`src/rtl/lstm_cell_bp.sv`:
```
// LSTM cell backward pass: cell-state gradient and the four gate pre-activation
// deltas, computed on one shared saturating Q-format multiplier over 16 steps.
module lstm_cell_bp #(
    parameter int WIDTH = 32,
    parameter int FRAC  = 24
) (
    input  logic             clk,
    input  logic             rst,
    input  logic             i_start,
    input  logic [WIDTH-1:0] i_dh,
    input  logic [WIDTH-1:0] i_dc_next,
    input  logic [WIDTH-1:0] i_f_next,
    input  logic [WIDTH-1:0] i_a,
    input  logic [WIDTH-1:0] i_i,
    input  logic [WIDTH-1:0] i_f,
    input  logic [WIDTH-1:0] i_o,
    input  logic [WIDTH-1:0] i_tanh_c,
    input  logic [WIDTH-1:0] i_c_prev,
    output logic             o_busy,
    output logic             o_done,
    output logic [WIDTH-1:0] o_dc,
    output logic [WIDTH-1:0] o_da,
    output logic [WIDTH-1:0] o_di,
    output logic [WIDTH-1:0] o_df,
    output logic [WIDTH-1:0] o_do
);

    localparam logic [WIDTH-1:0] ONE     = {{(WIDTH-1){1'b0}}, 1'b1} << FRAC;
    localparam logic [WIDTH-1:0] SAT_MAX = {1'b0, {(WIDTH-1){1'b1}}};
    localparam logic [WIDTH-1:0] SAT_MIN = {1'b1, {(WIDTH-1){1'b0}}};

    typedef enum logic [1:0] {S_IDLE, S_CALC, S_DONE} state_t;

    state_t     state_reg, state_next;
    logic [3:0] step_reg;

    logic [WIDTH-1:0] dh_reg, dcn_reg, fn_reg, a_reg, i_reg, f_reg, o_reg, tc_reg, cp_reg;
    logic [WIDTH-1:0] t1_reg, t2_reg, t3_reg, dc_reg, da_reg, di_reg, df_reg;

    logic signed [WIDTH-1:0]   mul_a, mul_b;
    logic signed [2*WIDTH-1:0] prod, prod_shift;
    logic [WIDTH-1:0]          mul_q;

    function automatic logic [WIDTH-1:0] sat_add(input logic [WIDTH-1:0] x,
                                                 input logic [WIDTH-1:0] y);
        logic [WIDTH:0] s;
        s = {x[WIDTH-1], x} + {y[WIDTH-1], y};
        if (s[WIDTH] != s[WIDTH-1]) return s[WIDTH] ? SAT_MIN : SAT_MAX;
        return s[WIDTH-1:0];
    endfunction

    function automatic logic [WIDTH-1:0] sat_sub(input logic [WIDTH-1:0] x,
                                                 input logic [WIDTH-1:0] y);
        logic [WIDTH:0] s;
        s = {x[WIDTH-1], x} - {y[WIDTH-1], y};
        if (s[WIDTH] != s[WIDTH-1]) return s[WIDTH] ? SAT_MIN : SAT_MAX;
        return s[WIDTH-1:0];
    endfunction

    // Operand routing for the shared multiplier, one product per step.
    always_comb begin
        mul_a = '0;
        mul_b = '0;
        case (step_reg)
            4'd0:  begin mul_a = tc_reg;  mul_b = tc_reg;                end
            4'd1:  begin mul_a = dh_reg;  mul_b = o_reg;                 end
            4'd2:  begin mul_a = t2_reg;  mul_b = sat_sub(ONE, t1_reg);  end
            4'd3:  begin mul_a = dcn_reg; mul_b = fn_reg;                end
            4'd4:  begin mul_a = dc_reg;  mul_b = i_reg;                 end
            4'd5:  begin mul_a = a_reg;   mul_b = a_reg;                 end
            4'd6:  begin mul_a = t1_reg;  mul_b = sat_sub(ONE, t2_reg);  end
            4'd7:  begin mul_a = dc_reg;  mul_b = a_reg;                 end
            4'd8:  begin mul_a = i_reg;   mul_b = sat_sub(ONE, i_reg);   end
            4'd9:  begin mul_a = t1_reg;  mul_b = t2_reg;                end
            4'd10: begin mul_a = dc_reg;  mul_b = cp_reg;                end
            4'd11: begin mul_a = f_reg;   mul_b = sat_sub(ONE, f_reg);   end
            4'd12: begin mul_a = t1_reg;  mul_b = t2_reg;                end
            4'd13: begin mul_a = dh_reg;  mul_b = tc_reg;                end
            4'd14: begin mul_a = o_reg;   mul_b = sat_sub(ONE, o_reg);   end
            default: begin mul_a = t1_reg; mul_b = t2_reg;               end
        endcase
    end

    always_comb begin
        prod       = mul_a * mul_b;
        prod_shift = prod >>> FRAC;
        // Fits only when the top WIDTH+1 bits are all sign copies.
        if (!prod_shift[2*WIDTH-1] && (|prod_shift[2*WIDTH-2:WIDTH-1]))
            mul_q = SAT_MAX;
        else if (prod_shift[2*WIDTH-1] && !(&prod_shift[2*WIDTH-2:WIDTH-1]))
            mul_q = SAT_MIN;
        else
            mul_q = prod_shift[WIDTH-1:0];
    end

    always_comb begin
        state_next = state_reg;
        case (state_reg)
            S_IDLE:  if (i_start) state_next = S_CALC;
            S_CALC:  if (step_reg == 4'd15) state_next = S_DONE;
            S_DONE:  state_next = S_IDLE;
            default: state_next = S_IDLE;
        endcase
    end

    always_ff @(posedge clk or negedge rst) begin
        if (!rst) begin
            state_reg <= S_IDLE;
            step_reg  <= '0;
            o_busy    <= 1'b0;
            o_done    <= 1'b0;
        end else begin
            state_reg <= state_next;
            step_reg  <= (state_reg == S_CALC) ? step_reg + 4'd1 : 4'd0;
            o_busy    <= (state_next != S_IDLE);
            o_done    <= (state_next == S_DONE);
        end
    end

    always_ff @(posedge clk or negedge rst) begin
        if (!rst) begin
            dh_reg <= '0; dcn_reg <= '0; fn_reg <= '0; a_reg <= '0; i_reg <= '0;
            f_reg  <= '0; o_reg   <= '0; tc_reg <= '0; cp_reg <= '0;
            t1_reg <= '0; t2_reg  <= '0; t3_reg <= '0; dc_reg <= '0;
            da_reg <= '0; di_reg  <= '0; df_reg <= '0;
            o_dc <= '0; o_da <= '0; o_di <= '0; o_df <= '0; o_do <= '0;
        end else if (state_reg == S_IDLE) begin
            if (i_start) begin
                dh_reg <= i_dh;  dcn_reg <= i_dc_next; fn_reg <= i_f_next;
                a_reg  <= i_a;   i_reg   <= i_i;       f_reg  <= i_f;
                o_reg  <= i_o;   tc_reg  <= i_tanh_c;  cp_reg <= i_c_prev;
            end
        end else if (state_reg == S_CALC) begin
            case (step_reg)
                4'd0, 4'd4, 4'd7, 4'd10, 4'd13: t1_reg <= mul_q;
                4'd1, 4'd5, 4'd8, 4'd11, 4'd14: t2_reg <= mul_q;
                4'd2:  t3_reg <= mul_q;
                4'd3:  dc_reg <= sat_add(t3_reg, mul_q);
                4'd6:  da_reg <= mul_q;
                4'd9:  di_reg <= mul_q;
                4'd12: df_reg <= mul_q;
                default: begin
                    // Last product goes straight out with the stored results.
                    o_dc <= dc_reg;
                    o_da <= da_reg;
                    o_di <= di_reg;
                    o_df <= df_reg;
                    o_do <= mul_q;
                end
            endcase
        end
    end

endmodule

```
`config.mk`:
```
export PLATFORM = sky130hd
export DESIGN_NAME = lstm_cell_bp
export DESIGN_NICKNAME = d
export VERILOG_FILES = /design/src/rtl/lstm_cell_bp.sv
export SDC_FILE = /design/constraint.sdc
export NUM_CORES = 2
export LEC_CHECK = 0
export BUFFER_PORTS_ARGS = -buffer_cell sky130_fd_sc_hd__buf_2
export CAP_MARGIN = 0
export CORE_AREA = 5 5 369 371
export CTS_CLUSTER_DIAMETER = 150
export DETAILED_ROUTE_END_ITERATION = 10
export DIE_AREA = 0 0 374 376
export MAX_ROUTING_LAYER = met4
export PLACE_DENSITY = 0.73
export SETUP_SLACK_MARGIN = 0.4
export SLEW_MARGIN = 25
export SYNTH_ARGS = -nofsm -noshare
export SYNTH_HDL_FRONTEND = slang
export SYNTH_SLANG_ARGS = --single-unit
export TNS_END_PERCENT = 10
```
`constraint.sdc`:
```
create_clock -name clk -period 28.4 [get_ports clk]
set_input_delay 4.26 -clock clk [delete_from_list [all_inputs] [get_ports clk]]
set_output_delay 4.26 -clock clk [all_outputs]
set_load 0.03 [all_outputs]
```
==> summary.txt <==
Run status
  – Outcome: finished clean

Timing
  – RSZ-0062 raised after global routing: no
  – Slew headroom: 21.1%
  – Final setup skew: 57.7 ps
  – Final period util: 75.2%
  – Fmax: 46.8 MHz
  – Sum Neg Setup Slack: 0 ps
  – Final-report setup violation count: 0
  – Fin crit period: 21360 ps
  – Final Hold Violating Endpoints: 0
  – Final worst slack: 7040 ps
  – Final Max Tran Viols: 0
  – Tightest Pin Transition: 1180 ps

Clock tree
  – Clk_lat worst skew: 710 ps
  – Clock Sinks: 680
  – CTS Buffer Depth: 3
  – CTS tree: built
  – Setup Buffers After CTS: 0
  – CTS H-tree depth: 3
  – # resized after CTS: 0
  – Num CTS Buffers: 74
  – # hold bufs at CTS: 0
  – Clock transition at path regs: 70 ps
  – Clk root buf: clkbuf_16

Worst setup path
  – Worst-path fanout max: 90
  – CP Data Arrival Time: 21950 ps
  – Worst path max stage delay: 1020 ps
  – Most frequent CP cell: fa_1
  – Required @ worst endpoint: 28990 ps
  – CP Capture Type: register
  – Slowest cell on crit path: fa_1
  – Critical path startpoint category: register
  – Setup Crit Path Kind: reg -> reg

Logic synthesis
  – Top_reg_cell synth: dfrtp_1
  – Top cell type's share of synthesized area: 30.0%
  – Post-Syn Area: 72300 µm²
  – Synth Instances: 7887
  – Synthesized area per cell: 9.16 µm²
  – Synth Net Count: 9491
  – Yosys warns: 0
  – Async S/R FF share, synth: 100%
  – Number of synthesized flops with an enable pin: 0
  – Top post-synthesis cells by count: nand2_1, fa_1, inv_1, nor2_1, dfrtp_1
  – Seq/Total Area, Yosys: 23.5%
  – Post-synthesis register bit count: 680
  – Top cells by area, synth: fa_1, dfrtp_1, nand2_1
  – Yosys cell types: 81
  – Most common cell in the synthesized netlist: nand2_1
  – Post-synth top area cell: fa_1

Placement
  – PortBufs: 452
  – Place WS: 7210 ps
  – Detailed Place HPWL: 218 mm
  – Placed Cells: 9766
  – RD Place Congestion: 1.07

Global routing
  – Initial antenna violation count: 16
  – Number of global-route vias before repair: 65100
  – First-pass GRT wire length: 424 mm
  – Largest net degree at the start of global routing: 181
  – GRT overflow: 0
  – Total Routing Usage GR: 41.8%

Finish
  – Area Overhead vs Synth: 9.76%
  – Share of layout cells above drive strength 1: 14.1%
  – Fin util: 59.8%
  – # nets final: 9682
  – Fin cells: 9914

Die
  – IO Pins: 453
  – Die area: 141000 µm²
  – Core box area: 133000 µm²
  – Chip Width: 374 µm
  – # rows: 134
  – Die H: 376 µm
  – Starting Density: 54.5%

Route
  – Final WL: 286 mm
  – DRT antenna net count: 0
  – Pre-antenna DRT Iters: 10
  – Mean number of vias per cell: 6.38
  – Drc violations: 0
  – Initial DRC count: 8080
  – Via count: 63200
  – Wire per inst: 28.9 µm

Run
  – Max Cap Viol: 0

Hold path
  – Worst hold-check path type: reg -> reg
-- cell families after synthesis --
logic type	Yosys count	share of synthesized area (%)
compound gates	1263	11.9
buf+inv	1586	8.28
simple gates	2537	15.2
xor+xnor	219	2.65
fa+ha+maj	1313	34.0
mux	289	4.49
flops	680	23.5
-- routing by layer --
| metal | track usage [%] | vias up | part of all wire [%] |
|---|---|---|---|
| met5 | - | - | 0 |
| met1 | 49.9 | 31800 | 35 |
| met2 | 61.4 | 4216 | 44 |
| li1 | - | 25900 | - |
| met4 | 26.9 | 0 | 8.7 |
| met3 | 13.4 | 1265 | 12 |
-- through the flow --
step | area, µm² | hold WS [ps]
after floorplan | 72300 | 439
after global placement | 76600 | 446
after detailed placement | 76700 | 456
after CTS | 79100 | 463
after global routing | 79300 | 495
final | 79300 | 465
-- final timing paths --
check,slack [ps],cells past startpoint,end,startpoint
worst max-delay path,7040,59,dc_reg[7]$_DFFE_PN0P_,o_reg[6]$_DFFE_PN0P_
worst min-delay path,470,2,o_da[4]$_DFFE_PN0P_,da_reg[4]$_DFFE_PN0P_
worst max register to register,7040,59,dc_reg[7]$_DFFE_PN0P_,o_reg[6]$_DFFE_PN0P_
worst min register to register,470,2,o_da[4]$_DFFE_PN0P_,da_reg[4]$_DFFE_PN0P_
max in group asynchronous,21270,6,tc_reg[16]$_DFFE_PN0P_,rst
min in group asynchronous,3530,1,f_reg[28]$_DFFE_PN0P_,rst
-- critical path, delay by kind of cell, from the launching register on --
kind	cells	cell delay, ps
xor gates and xnor gates	1	110
AOI/OAI and AO/OA	22	5900
adders and majority gates	11	6570
DFF	1	500
buffers and inverters	11	3410
and+or+nand+nor	14	4530
-- area by class of cell --
class / instances / area, µm²
well taps: 1768 / 2210
clock inverters: 21 / 347
flip-flops and latches: 680 / 17000
fillers: 11400 / 53300
clock buffers: 106 / 2110
inverters: 1068 / 4010
diodes: 17 / 42.5
repair buffers: 633 / 3730
multi-input cells: 5621 / 49900
-- cell usage in the layout (no fill, tap or decap), drive strengths merged, types with 11 or more instances in the layout --
cell type  instances
a2111o            29
a2111oi           32
a21o              90
a21oi            253
a222oi            60
a22o              34
a22oi             95
a31oi            134
a41oi             99
and2              67
and3              36
buf              633
clkbuf           106
clkinv            13
dfrtp            680
diode             17
fa              1083
ha               230
inv             1070
mux2             284
nand2           1149
nand2b           105
nand3             50
nand4             85
nor2             811
nor2b             35
nor3              57
nor4              49
o211ai            11
o21a              22
o21ai            266
o21bai            19
o31a              11
o31ai             35
or2               15
or3               21
or4               19
xnor2            152
xor2              67
Power is not shown: default switching activity piles up to over one toggle a cycle in this logic, so the estimate is an artifact.
